### config.mk
export PLATFORM = sky130hd
export DESIGN_NAME = core_int_ctrl_flat
export DESIGN_NICKNAME = d
export VERILOG_FILES = /design/src/rtl/core_int_ctrl_if.sv /design/src/rtl/core_int_ctrl.sv /design/src/flat_wrapper.sv
export SDC_FILE = /design/constraint.sdc
export NUM_CORES = 1
export LEC_CHECK = 0
export CAP_MARGIN = 0
export CELL_PAD_IN_SITES_DETAIL_PLACEMENT = 1
export CELL_PAD_IN_SITES_GLOBAL_PLACEMENT = 1
export CORE_ASPECT_RATIO = 1.2
export CORE_MARGIN = 4
export CORE_UTILIZATION = 25
export DETAILED_ROUTE_END_ITERATION = 16
export PLACE_DENSITY = 0.89
export SETUP_SLACK_MARGIN = 0.5
export SLEW_MARGIN = 30
export SYNTH_ARGS = -nofsm -noshare
export SYNTH_HDL_FRONTEND = slang
export SYNTH_SLANG_ARGS = --single-unit
### constraint.sdc
create_clock -name g_clk -period 3.7 [get_ports g_clk]
set_input_delay 0.74 -clock g_clk [delete_from_list [all_inputs] [get_ports g_clk]]
set_output_delay 0.74 -clock g_clk [all_outputs]
set_load 0.05 [all_outputs]
### src/rtl/core_int_ctrl_if.sv
// Interrupt offer handshake between the machine-mode interrupt controller
// (master) and the writeback stage (slave).
interface core_int_ctrl_if #(
  parameter int XLEN    = 64,
  parameter int CAUSE_W = 6
);
  logic               int_pending;
  logic               int_request;
  logic [CAUSE_W-1:0] int_cause;
  logic [XLEN-1:0]    int_tvec;
  logic               int_ack;

  modport master (
    output int_pending, int_request, int_cause, int_tvec,
    input  int_ack
  );

  modport slave (
    input  int_pending, int_request, int_cause, int_tvec,
    output int_ack
  );
endinterface

### src/rtl/core_int_ctrl.sv
// Machine-mode interrupt controller: syncs and latches sources, gates them with
// mie / mstatus.MIE / privilege, and offers one locked interrupt to writeback.
module core_int_ctrl #(
  parameter int XLEN    = 64,
  parameter int NLOCAL  = 16,
  parameter int CAUSE_W = 6
) (
  input  logic              g_clk,
  input  logic              g_reset,
  input  logic              irq_msip,
  input  logic              irq_mtip,
  input  logic              irq_meip,
  input  logic [NLOCAL-1:0] irq_local,
  input  logic [XLEN-1:0]   csr_mie,
  input  logic              mstatus_mie,
  input  logic              mode_m,
  input  logic [XLEN-1:0]   mtvec_base,
  input  logic              mtvec_vectored,
  input  logic              csr_mip_clr,
  input  logic [NLOCAL-1:0] csr_mip_clr_mask,
  output logic [XLEN-1:0]   mip,
  core_int_ctrl_if.master   wb
);

  typedef enum logic [1:0] {IDLE, OFFER, ACKED} state_t;

  state_t              r_state;
  logic [CAUSE_W-1:0]  r_cause;
  logic                r_msip, r_mtip, r_meip;
  logic [NLOCAL-1:0]   r_loc_sync, r_loc_prev, r_loc_pend;

  logic [XLEN-1:0]     w_mip, w_en;
  logic [NLOCAL-1:0]   w_loc_edge, w_loc_clr;
  logic [CAUSE_W-1:0]  w_winner;
  logic                w_global, w_locked, w_offer, w_take;
  logic [XLEN-1:0]     w_cause_ext;

  assign w_loc_edge = r_loc_sync & ~r_loc_prev;

  always_ff @(posedge g_clk or posedge g_reset) begin
    if (g_reset) begin
      r_msip     <= 1'b0;
      r_mtip     <= 1'b0;
      r_meip     <= 1'b0;
      r_loc_sync <= '0;
      r_loc_prev <= '0;
      r_loc_pend <= '0;
    end else begin
      r_msip     <= irq_msip;
      r_mtip     <= irq_mtip;
      r_meip     <= irq_meip;
      r_loc_sync <= irq_local;
      r_loc_prev <= r_loc_sync;
      // A fresh edge overrides a same-cycle clear so that event is not lost.
      r_loc_pend <= (r_loc_pend & ~w_loc_clr) | w_loc_edge;
    end
  end

  always_comb begin
    w_mip                = '0;
    w_mip[3]             = r_msip;
    w_mip[7]             = r_mtip;
    w_mip[11]            = r_meip;
    w_mip[16 +: NLOCAL]  = r_loc_pend;
  end

  assign w_en     = w_mip & csr_mie;
  assign w_global = mstatus_mie || !mode_m;

  // Later assignments win, so the order below encodes ascending priority.
  always_comb begin
    w_winner = '0;
    for (int i = NLOCAL - 1; i >= 0; i--) begin
      if (w_en[16 + i]) w_winner = CAUSE_W'(16 + i);
    end
    if (w_en[7])  w_winner = CAUSE_W'(7);
    if (w_en[3])  w_winner = CAUSE_W'(3);
    if (w_en[11]) w_winner = CAUSE_W'(11);
  end

  always_comb begin
    w_locked = 1'b0;
    for (int i = 0; i < XLEN && i < (1 << CAUSE_W); i++) begin
      if (r_cause == CAUSE_W'(i)) w_locked = w_en[i];
    end
  end

  assign w_offer = (r_state == OFFER) && w_locked && w_global;
  assign w_take  = w_offer && wb.int_ack;

  always_comb begin
    w_loc_clr = '0;
    for (int i = 0; i < NLOCAL; i++) begin
      w_loc_clr[i] = (csr_mip_clr && csr_mip_clr_mask[i]) ||
                     (w_take && (r_cause == CAUSE_W'(16 + i)));
    end
  end

  always_ff @(posedge g_clk or posedge g_reset) begin
    if (g_reset) begin
      r_state <= IDLE;
      r_cause <= '0;
    end else begin
      case (r_state)
        IDLE: begin
          if (|w_en && w_global) begin
            r_cause <= w_winner;
            r_state <= OFFER;
          end
        end
        OFFER: begin
          if (!w_offer)          r_state <= IDLE;
          else if (wb.int_ack)   r_state <= ACKED;
        end
        ACKED:   r_state <= IDLE;
        default: r_state <= IDLE;
      endcase
    end
  end

  assign w_cause_ext    = XLEN'(r_cause);
  assign mip            = w_mip;
  assign wb.int_pending = |w_en;
  assign wb.int_request = w_offer;
  assign wb.int_cause   = r_cause;
  assign wb.int_tvec    = mtvec_vectored ? (mtvec_base + (w_cause_ext << 2)) : mtvec_base;

endmodule

### src/flat_wrapper.sv
// flat-port wrapper written by rule: the top's interface ports become plain ports
module core_int_ctrl_flat 
#(
  parameter int XLEN    = 64,
  parameter int NLOCAL  = 16,
  parameter int CAUSE_W = 6
)
  (g_clk, g_reset, irq_msip, irq_mtip, irq_meip, irq_local, csr_mie, mstatus_mie, mode_m, mtvec_base, mtvec_vectored, csr_mip_clr, csr_mip_clr_mask, mip, wb_int_pending, wb_int_request, wb_int_cause, wb_int_tvec, wb_int_ack);
  core_int_ctrl_if #(.XLEN(XLEN), .CAUSE_W(CAUSE_W)) wb_i ();
  input  logic g_clk;
  input  logic g_reset;
  input  logic irq_msip;
  input  logic irq_mtip;
  input  logic irq_meip;
  input  logic [NLOCAL-1:0] irq_local;
  input  logic [XLEN-1:0] csr_mie;
  input  logic mstatus_mie;
  input  logic mode_m;
  input  logic [XLEN-1:0] mtvec_base;
  input  logic mtvec_vectored;
  input  logic csr_mip_clr;
  input  logic [NLOCAL-1:0] csr_mip_clr_mask;
  output logic [XLEN-1:0] mip;
  output wire logic [$bits(wb_i.int_pending)-1:0] wb_int_pending;
  output wire logic [$bits(wb_i.int_request)-1:0] wb_int_request;
  output wire logic [$bits(wb_i.int_cause)-1:0] wb_int_cause;
  output wire logic [$bits(wb_i.int_tvec)-1:0] wb_int_tvec;
  input wire logic [$bits(wb_i.int_ack)-1:0] wb_int_ack;
  assign wb_int_pending = wb_i.int_pending;
  assign wb_int_request = wb_i.int_request;
  assign wb_int_cause = wb_i.int_cause;
  assign wb_int_tvec = wb_i.int_tvec;
  assign wb_i.int_ack = wb_int_ack;
  core_int_ctrl #(.XLEN(XLEN), .NLOCAL(NLOCAL), .CAUSE_W(CAUSE_W)) u_core (.g_clk(g_clk), .g_reset(g_reset), .irq_msip(irq_msip), .irq_mtip(irq_mtip), .irq_meip(irq_meip), .irq_local(irq_local), .csr_mie(csr_mie), .mstatus_mie(mstatus_mie), .mode_m(mode_m), .mtvec_base(mtvec_base), .mtvec_vectored(mtvec_vectored), .csr_mip_clr(csr_mip_clr), .csr_mip_clr_mask(csr_mip_clr_mask), .mip(mip), .wb(wb_i));
endmodule
* After elaboration in Yosys (flattened, before gate mapping)
Cells that the tools add are included.
Word-level totals: output and inout port bits 136, register bits 59, word-level logic and storage cells 228, input port bits 170
Cells by class: reduce and logical (&&, ||, !) cells 59, mux-type cells 88, bitwise logic cells 6, equality and inequality tests 66, add/subtract/negate cells 1
Operators by type and width (count):
- equality test 6 bit (second input constant) | 32
- equality test 6 x 5 -> 1 bit (second input constant) | 16
- two-way mux 5 bit | 19
- adder 64 x 8 -> 64 bit | 1
- bitwise AND 32 x 64 -> 64 bit | 1
- two-way mux 1 bit | 64
- two-way mux 64 bit | 1
- OR reduction 64 bit | 1
- equality test 6 x 4 -> 1 bit (second input constant) | 8
- logical AND 1 bit | 36
- bitwise AND 16 bit | 2
- NOT 16 bit | 2
- equality test 6 x 3 -> 1 bit (second input constant) | 4
- logical OR 1 bit | 17
- bitwise OR 16 bit | 1
- equality test 6 x 2 -> 1 bit (second input constant) | 2
- equality test 6 x 1 -> 1 bit (second input constant) | 1
- zero test 6 bit | 1
- two-way mux 2 bit | 3
- one-hot mux 2 bit (2 select lines) | 1
- AND reduction 2 bit | 2
- inequality test 3 bit (second input constant) | 1
- equality test 2 x 1 -> 1 bit (second input constant) | 1
- zero test 2 bit | 1
- 2 further kinds | 2

* Logic depth before layout (Yosys ltp)
Gate-level depths: netlist of run 1.
depth after elaboration 73, gate-level depth with buffers 10, depth with buffers taken out 9

* Worst setup path after synthesis of run 1
Ideal clock, no wire load.
kind register to output, from reg u_core.r_cause[1] (netlist: u_core.wb.int_cause[1]), to out wb_int_tvec[36], data required time 2.960 ns, arrival time 3.274 ns, path slack -0.314 ns, buffers on the path 2, cell stages (with the launch flop) 11, cells stage by stage dfrtp_1 > buf_2 > inv_1 > fa_1 > nor2b_1 > o31a_1 > o21a_1 > clkbuf_1 > nand2_1 > nor3_1 > xor2_1
Between the ends: word-level cells in the longest chain between the ends 2
Ends and longest elaborated chain:
- start: declaration | RTL line core_int_ctrl.sv:28 | logic [CAUSE_W-1:0] r_cause;
- start signal: assignment | RTL line core_int_ctrl.sv:107 | r_cause <= w_winner;
- adder 64 x 8 -> 64 bit | RTL line core_int_ctrl.sv:126 | assign wb.int_tvec = mtvec_vectored ? (mtvec_base + (w_cause_ext << 2)) : mtvec_base;
- two-way mux 64 bit | RTL line core_int_ctrl.sv:126
- end: declaration | RTL line flat_wrapper.sv:27 | output wire logic [$bits(wb_i.int_tvec)-1:0] wb_int_tvec;
No other way between the ends.

* Final worst setup path of run 1
from in mtvec_base[6], to out wb_int_tvec[26]
Between the ends: word-level cells in the longest chain between the ends 2
Ends and longest elaborated chain:
- start: declaration | RTL line flat_wrapper.sv:19 | input logic [XLEN-1:0] mtvec_base;
- adder 64 x 8 -> 64 bit | RTL line core_int_ctrl.sv:126
- two-way mux 64 bit | RTL line core_int_ctrl.sv:126
No other way between the ends.

==> results.toml, run 1 <==
[die]
core_um2 = 17500
pin_count = 306
dieArea_um2 = 20000
initial_core_util = 0.254
row_count = 53
fp.dieH_um = 154
die_w_um = 130

[worst_setup_path]
crit_buf_inv = 5
cp.arrival_ns = 2.94
reg2reg_slack_ns = 1.12
cp_cell_sequence = "dlygate4sd2_1, ha_4, o21a_1, o31a_1, o21a_4, buf_6, buf_6, buf_8, nand4_1, xnor2_4, buf_12"
critPathRequiredTime_ns = 2.96
r2r_start = "u_core.wb.int_cause[1]"
r2r_end = "u_core.r_loc_pend[8]"
crit_path_end_kind = "output port"
path_class = "input pin to output port"
crit_cells = 11
cp-startpoint = "mtvec_base[6]"
critical-path-max-stage-delay_ns = 0.31
critPathCapture = "wb_int_tvec[26]"
worstRegToRegCells = 8
cp-start-kind = "input pin"
timing.critical_path.mode_cell = "buf_6"
path_delay_family = "buffers and inverters"
crit_fanout = 3
slowest_stage = "ha_4"

[clocking]
path_clk_slew_ns = 0.05
cts_root_buf = "clkbuf_16"
htreeDepth = 3
clockBufferDepth = 2
clk_latency_ns = 0.33
cts_tree = "done"
clock_sinks = 58
cts_buffers = 9

[timing]
finalCriticalPeriod_ns = 3.68
grt_setup_unrepaired = "true"
layout_worst_path_cycle_share = 0.995
fmax_mhz = 272
hold_viol_final = 0
finClkSkew_ns = 0.00521
worst_hold_slack_ns = 0.370
tightest_slew_ns = 0.770
finalMaxSlewViolations = 0
setup_violations = 0
max_slew_margin = 0.486

[yosys]
yosys.area.top_type = "dfrtp_1"
synth_seq_cells = 58
synth_warnings = 0
synth_cell_type_count = 68
ys_async_sr_fraction = 1.00
ys_seq_area_frac = 0.326
synth_top_area_frac = 0.326
synth-edff-count = 0
synth_cells = 528
netlist_area_um2 = 4450
synth_area_per_cell_um2 = 8.43
synth_area_leaders = "dfrtp_1 (33%), buf_4 (8.8%), nand2_1 (6.0%)"
synth_flop_cell = "dfrtp_1"

[global_route]
grt_max_degree = 37
grt_first_pass_wirelength_um = 38800
grt-ovfl-total = 0
antenna_found_initial = 3
grt_pass1_vias = 6286
grt_use_total = 0.255

[route]
drtIter0Drc = 337
viasPerCell = 5.23
ant_nets = 0
avgRoutedWirePerCell_um = 26.4
drcViolationCount = 0
via_count = 5815
firstDrtPassIters = 6
wl_um = 29300

[finish]
drive_gt1_frac = 0.489
fin_nets = 1058
final_cell_mix = "buf_4 (110), clkdlybuf4s50_1 (83), buf_12 (64)"
final_common_cell = "buf_4"
area_delta_synth_final_pct = 139
fin_util = 0.608

[pwr]
peakVddDrop_mv = 0.407
p_leak_nw = 4.74
cellPowerDensity_nw_per_um2 = 408

[flow_run]
max-cap-violations = 0

[place]
port_buffers = 210
routabilityCongestion = 0.901
dp_hpwl_um = 18300

[min_path]
hold_class = "flop to flop"
holdCritStartpoint = "u_core.r_loc_sync[7]"

[status]
status = "complete, no violations"
## state kept, by name (all words and copies together) (netlist names)
| name | flops |
|---|---|
| u_core.r_state | 2 |
| u_core.r_mtip | 1 |
| u_core.r_meip | 1 |
| u_core.r_loc_sync | 16 |
| u_core.r_loc_pend | 16 |
| u_core.r_loc_prev | 16 |
| u_core.r_msip | 1 |
| u_core.wb.int_cause | 5 |
## how the worst min path moves through the flow
stage / depth (start not counted) / endpoint
after detailed placement: 0 / u_core.r_loc_prev[7]
final: 0 / u_core.r_loc_prev[7]
after CTS: 0 / u_core.r_loc_prev[7]
after floorplan: 0 / u_core.r_loc_prev[14]
after global placement: 0 / u_core.r_loc_prev[6]
after global routing: 0 / u_core.r_loc_prev[7]
## per-layer routing
layer	wire, um	vias to the layer above	track usage
met2	14900	366	0.462
met4	1200	2	0.0842
met3	2500	85	0.0763
li1	-	2471	-
met5	13	-	0
met1	10700	2891	0.280
## worst register-to-register path, cell delays in order (launching register included)
cell	delay, ns
dfrtp_2	0.42
clkinvlp_4	0.11
buf_4	0.15
mux4_2	0.50
nand4b_1	0.19
a31oi_4	0.13
buf_4	0.19
nor3b_1	0.52
o21ai_0	0.21
## Yosys cell counts, types with 5 or more instances
library cell and n:
nor2_1 24, clkbuf_1 7, dfrtp_1 58, mux2_2 7, a21oi_1 18, nand2_1 71
nor2b_1 9, xor2_1 28, nor3_1 20, o22ai_1 6, buf_2 8, inv_1 25
nand3_1 35, buf_4 52, xnor2_1 30, and3_1 8, nand4_1 11, nor4_1 5
and4_1 5, o21ai_0 13, ha_1 5
## through the flow
stage / instances / setup TNS (ns) / power, W / area [um^2] / setup WS, ns
after floorplan: 573 / 0 / 0.00206 / 5610 / 0.231
after detailed placement: 1034 / -16.22 / 0.00298 / 8850 / -0.494
final: 1111 / 0 / 0.00435 / 10700 / 0.0169
after global placement: 1034 / -11.50 / 0.00292 / 8850 / -0.371
after CTS: 1080 / 0 / 0.00403 / 10100 / 0.156
after global routing: 1108 / -0.118 / 0.00449 / 10600 / -0.0527
## where the power goes
group	switching, W	internal (W)	total (W)	leakage [nW]
Clock	0.000286	0.000505	0.000791	0.143
Sequential	0.0000877	0.000716	0.000804	0.664
Combinational	0.00156	0.00119	0.00275	3.94
Total	0.00194	0.00241	0.00435	4.74
## cells by family (layout without fill, tap and decap cells)
group / Yosys count / after routing / synth area share
adder cells (fa/ha/maj): 6 / 6 / 0.0185
buffers and inverters: 92 / 406 / 0.124
multiplexers: 9 / 9 / 0.0250
AND/OR/NAND/NOR: 223 / 223 / 0.267
XOR/XNOR: 58 / 58 / 0.114
flip-flops: 58 / 58 / 0.326
other: 1 / 50 / 0.000842
AO/OA/AOI/OAI: 81 / 81 / 0.124
## layout make-up
type	instances	area (um^2)
Antenna cell	4	10.0
Clock buffer	14	274
Clock inverter	2	10.0
Fill cell	1715	6860
Inverter	25	97.6
Multi-Input combinational cell	423	4400
Sequential cell	58	1450
Tap cell	220	275
Timing Repair Buffer	365	4130
## timing repair
item | CTS | global route
pin swaps | 71 | 54
resized for setup | 279 | 84
cloned | 1 | 0
hold buffers | 0 | 0
setup endpoints to repair | 60 | 60
setup buffers | 29 | 27
Note: power is estimated with default switching activity, not from simulation.
==> run 2, diff against run 1 <==
CORE_MARGIN = 10   (was 4)
==> results.toml, run 2 (synthesis gave the netlist of run 1 again) <==
[status]
status = "complete, but fails checks"
failed_checks = "negative setup slack"

[pwr]
power.total_w = 0.00449
peakVddDrop_mv = 0.417
cellPowerDensity_nw_per_um2 = 420
p_leak_nw = 4.67

[clocking]
path_clk_slew_ns = 0.05
cts_buffers = 9
cts_tree = "done"
cts_root_buf = "clkbuf_16"
postCtsHoldBufs = 0
clockBufferDepth = 2
htreeDepth = 3
clock_sinks = 58
clk_latency_ns = 0.33

[route]
viasPerCell = 5.14
drtIter0Drc = 334
drcViolationCount = 0
via_count = 5672
ant_nets = 0
firstDrtPassIters = 5
wl_um = 31000
avgRoutedWirePerCell_um = 28.1

[worst_setup_path]
critical-path-max-stage-delay_ns = 0.36
r2r_start = "u_core.wb.int_cause[1]"
path_class = "input pin to output port"
cp-start-kind = "input pin"
cp_cell_sequence = "buf_8, ha_4, inv_2, fa_2, nor2b_4, o31a_1, o21a_1, buf_6, buf_4, buf_8, nand4_1, xnor2_4, buf_12"
cp.arrival_ns = 2.96
worstRegToRegCells = 8
slowest_stage = "fa_2"
crit_fanout = 5
timing.critical_path.mode_cell = "buf_8"
crit_path_end_kind = "output port"
critPathRequiredTime_ns = 2.96
reg2reg_slack_ns = 1.19
r2r_end = "u_core.r_loc_pend[8]"

[place]
dp_cells = 1025
dp_hpwl_um = 19800
port_buffers = 210
routabilityCongestion = 0.902

[timing]
layout_worst_path_cycle_share = 1.00
finalMaxSlewViolations = 0
fmax_mhz = 270
max_slew_margin = 0.473
hold_viol_final = 0
tightest_slew_ns = 0.790
worst_hold_slack_ns = 0.371
final.setup.worst_slack_ns = -0.00344
finalCriticalPeriod_ns = 3.70
setup_violations = 2
grt_setup_unrepaired = "true"
finClkSkew_ns = 0.00698

[min_path]
hold_class = "flop to flop"
whs_path_depth = 0
hold_path_end = "u_core.r_loc_prev[5]"
holdCritStartpoint = "u_core.r_loc_sync[5]"

[finish]
drive_gt1_frac = 0.484
stdcell_count = 1104
reg_top3 = "u_core.r_loc_pend (16), u_core.r_loc_prev (16), u_core.r_loc_sync (16)"
final_cell_mix = "buf_4 (103), clkdlybuf4s50_1 (87), buf_12 (65)"
area_delta_synth_final_pct = 140
final_common_cell = "buf_4"
fin_nets = 1051
n_fill_cell = 1719
fin_util = 0.611

[die]
initial_core_util = 0.254
core_um2 = 17500
fp.dieH_um = 166
die_w_um = 142
pin_count = 306
dieArea_um2 = 23600
row_count = 53

[flow_run]
max-cap-violations = 0

[global_route]
grt_first_pass_wirelength_um = 43100
antenna_found_initial = 5
grt_use_total = 0.239
grt_pass1_vias = 6363
grt_max_degree = 44
grt-ovfl-total = 0
[run 2: cell types whose count changed in the layout (fill, tap and decap cells not counted), sizes merged, moves of 2 or more]
cell / previous run / this run
buf: 234 / 228
bufinv: 0 / 3
clkbuf: 20 / 14
clkdlybuf4s50: 83 / 87
dlymetal6s2s: 13 / 11
[run 2: per-layer routing]
layer / GRT usage / vias up / part of all wire / wire length, um
met5: 0 / - / 0.00048 / 15
met4: 0.0814 / 2 / 0.034 / 1060
li1: - / 2454 / - / -
met2: 0.420 / 312 / 0.51 / 15900
met3: 0.0812 / 64 / 0.090 / 2790
met1: 0.260 / 2840 / 0.37 / 11300
[run 2: layout make-up]
class | count | area (um^2) | share of cell area
Timing Repair Buffer | 357 | 4060 | 0.380
Antenna cell | 4 | 10.0 | 0.000936
Clock inverter | 4 | 97.6 | 0.00913
Clock buffer | 12 | 256 | 0.0240
Tap cell | 220 | 275 | 0.0257
Inverter | 25 | 98.8 | 0.00924
Sequential cell | 58 | 1460 | 0.136
Multi-Input combinational cell | 424 | 4440 | 0.415
[run 2: where the power goes]
group | leakage, nW | internal [W] | switching, W
clock network | 0.169 | 0.000694 | 0.000289
logic | 3.84 | 0.00117 | 0.00154
registers | 0.663 | 0.000717 | 0.0000883
total | 4.67 | 0.00258 | 0.00192
[run 2: how the worst max path moves through the flow]
stage / end / startpoint / slack, ns / depth (start not counted)
floorplan: wb_int_tvec[60] / mtvec_base[2] / 0.23 / 10
global route: wb_int_tvec[58] / mtvec_base[2] / -0.11 / 14
finish: wb_int_tvec[26] / mtvec_base[2] / -0.003 / 13
CTS: wb_int_tvec[42] / mtvec_base[2] / 0.15 / 14
global placement: wb_int_tvec[51] / mtvec_base[26] / -0.39 / 9
detailed placement: wb_int_tvec[61] / mtvec_base[26] / -0.64 / 9
[run 2: repair_timing]
action | in CTS | in global routing
pin swaps | 83 | 60
gates resized for setup | 278 | 84
setup endpoints to repair | 61 | 58
buffers inserted | 41 | 16
cloned | 2 | 0
endpoints found under the hold margin | 0 | 0
[run 2: stage by stage]
step                      area, um^2  setup WS (ns)  setup TNS, ns
after floorplan                 5610          0.231              0
after global placement          8780         -0.387         -10.18
after detailed placement        8780         -0.644         -15.77
after CTS                      10200          0.153              0
after global routing           10700         -0.114         -0.455
final                          10700       -0.00344       -0.00395
[run 2: worst max-delay path: cells and delay by family]
kind | cells | cell delay (ns)
buffers and inverters | 6 | 0.63
adders and majority gates | 2 | 0.49
and+or+nand+nor | 2 | 0.43
AOI/OAI and AO/OA | 2 | 0.37
xor gates and xnor gates | 1 | 0.29
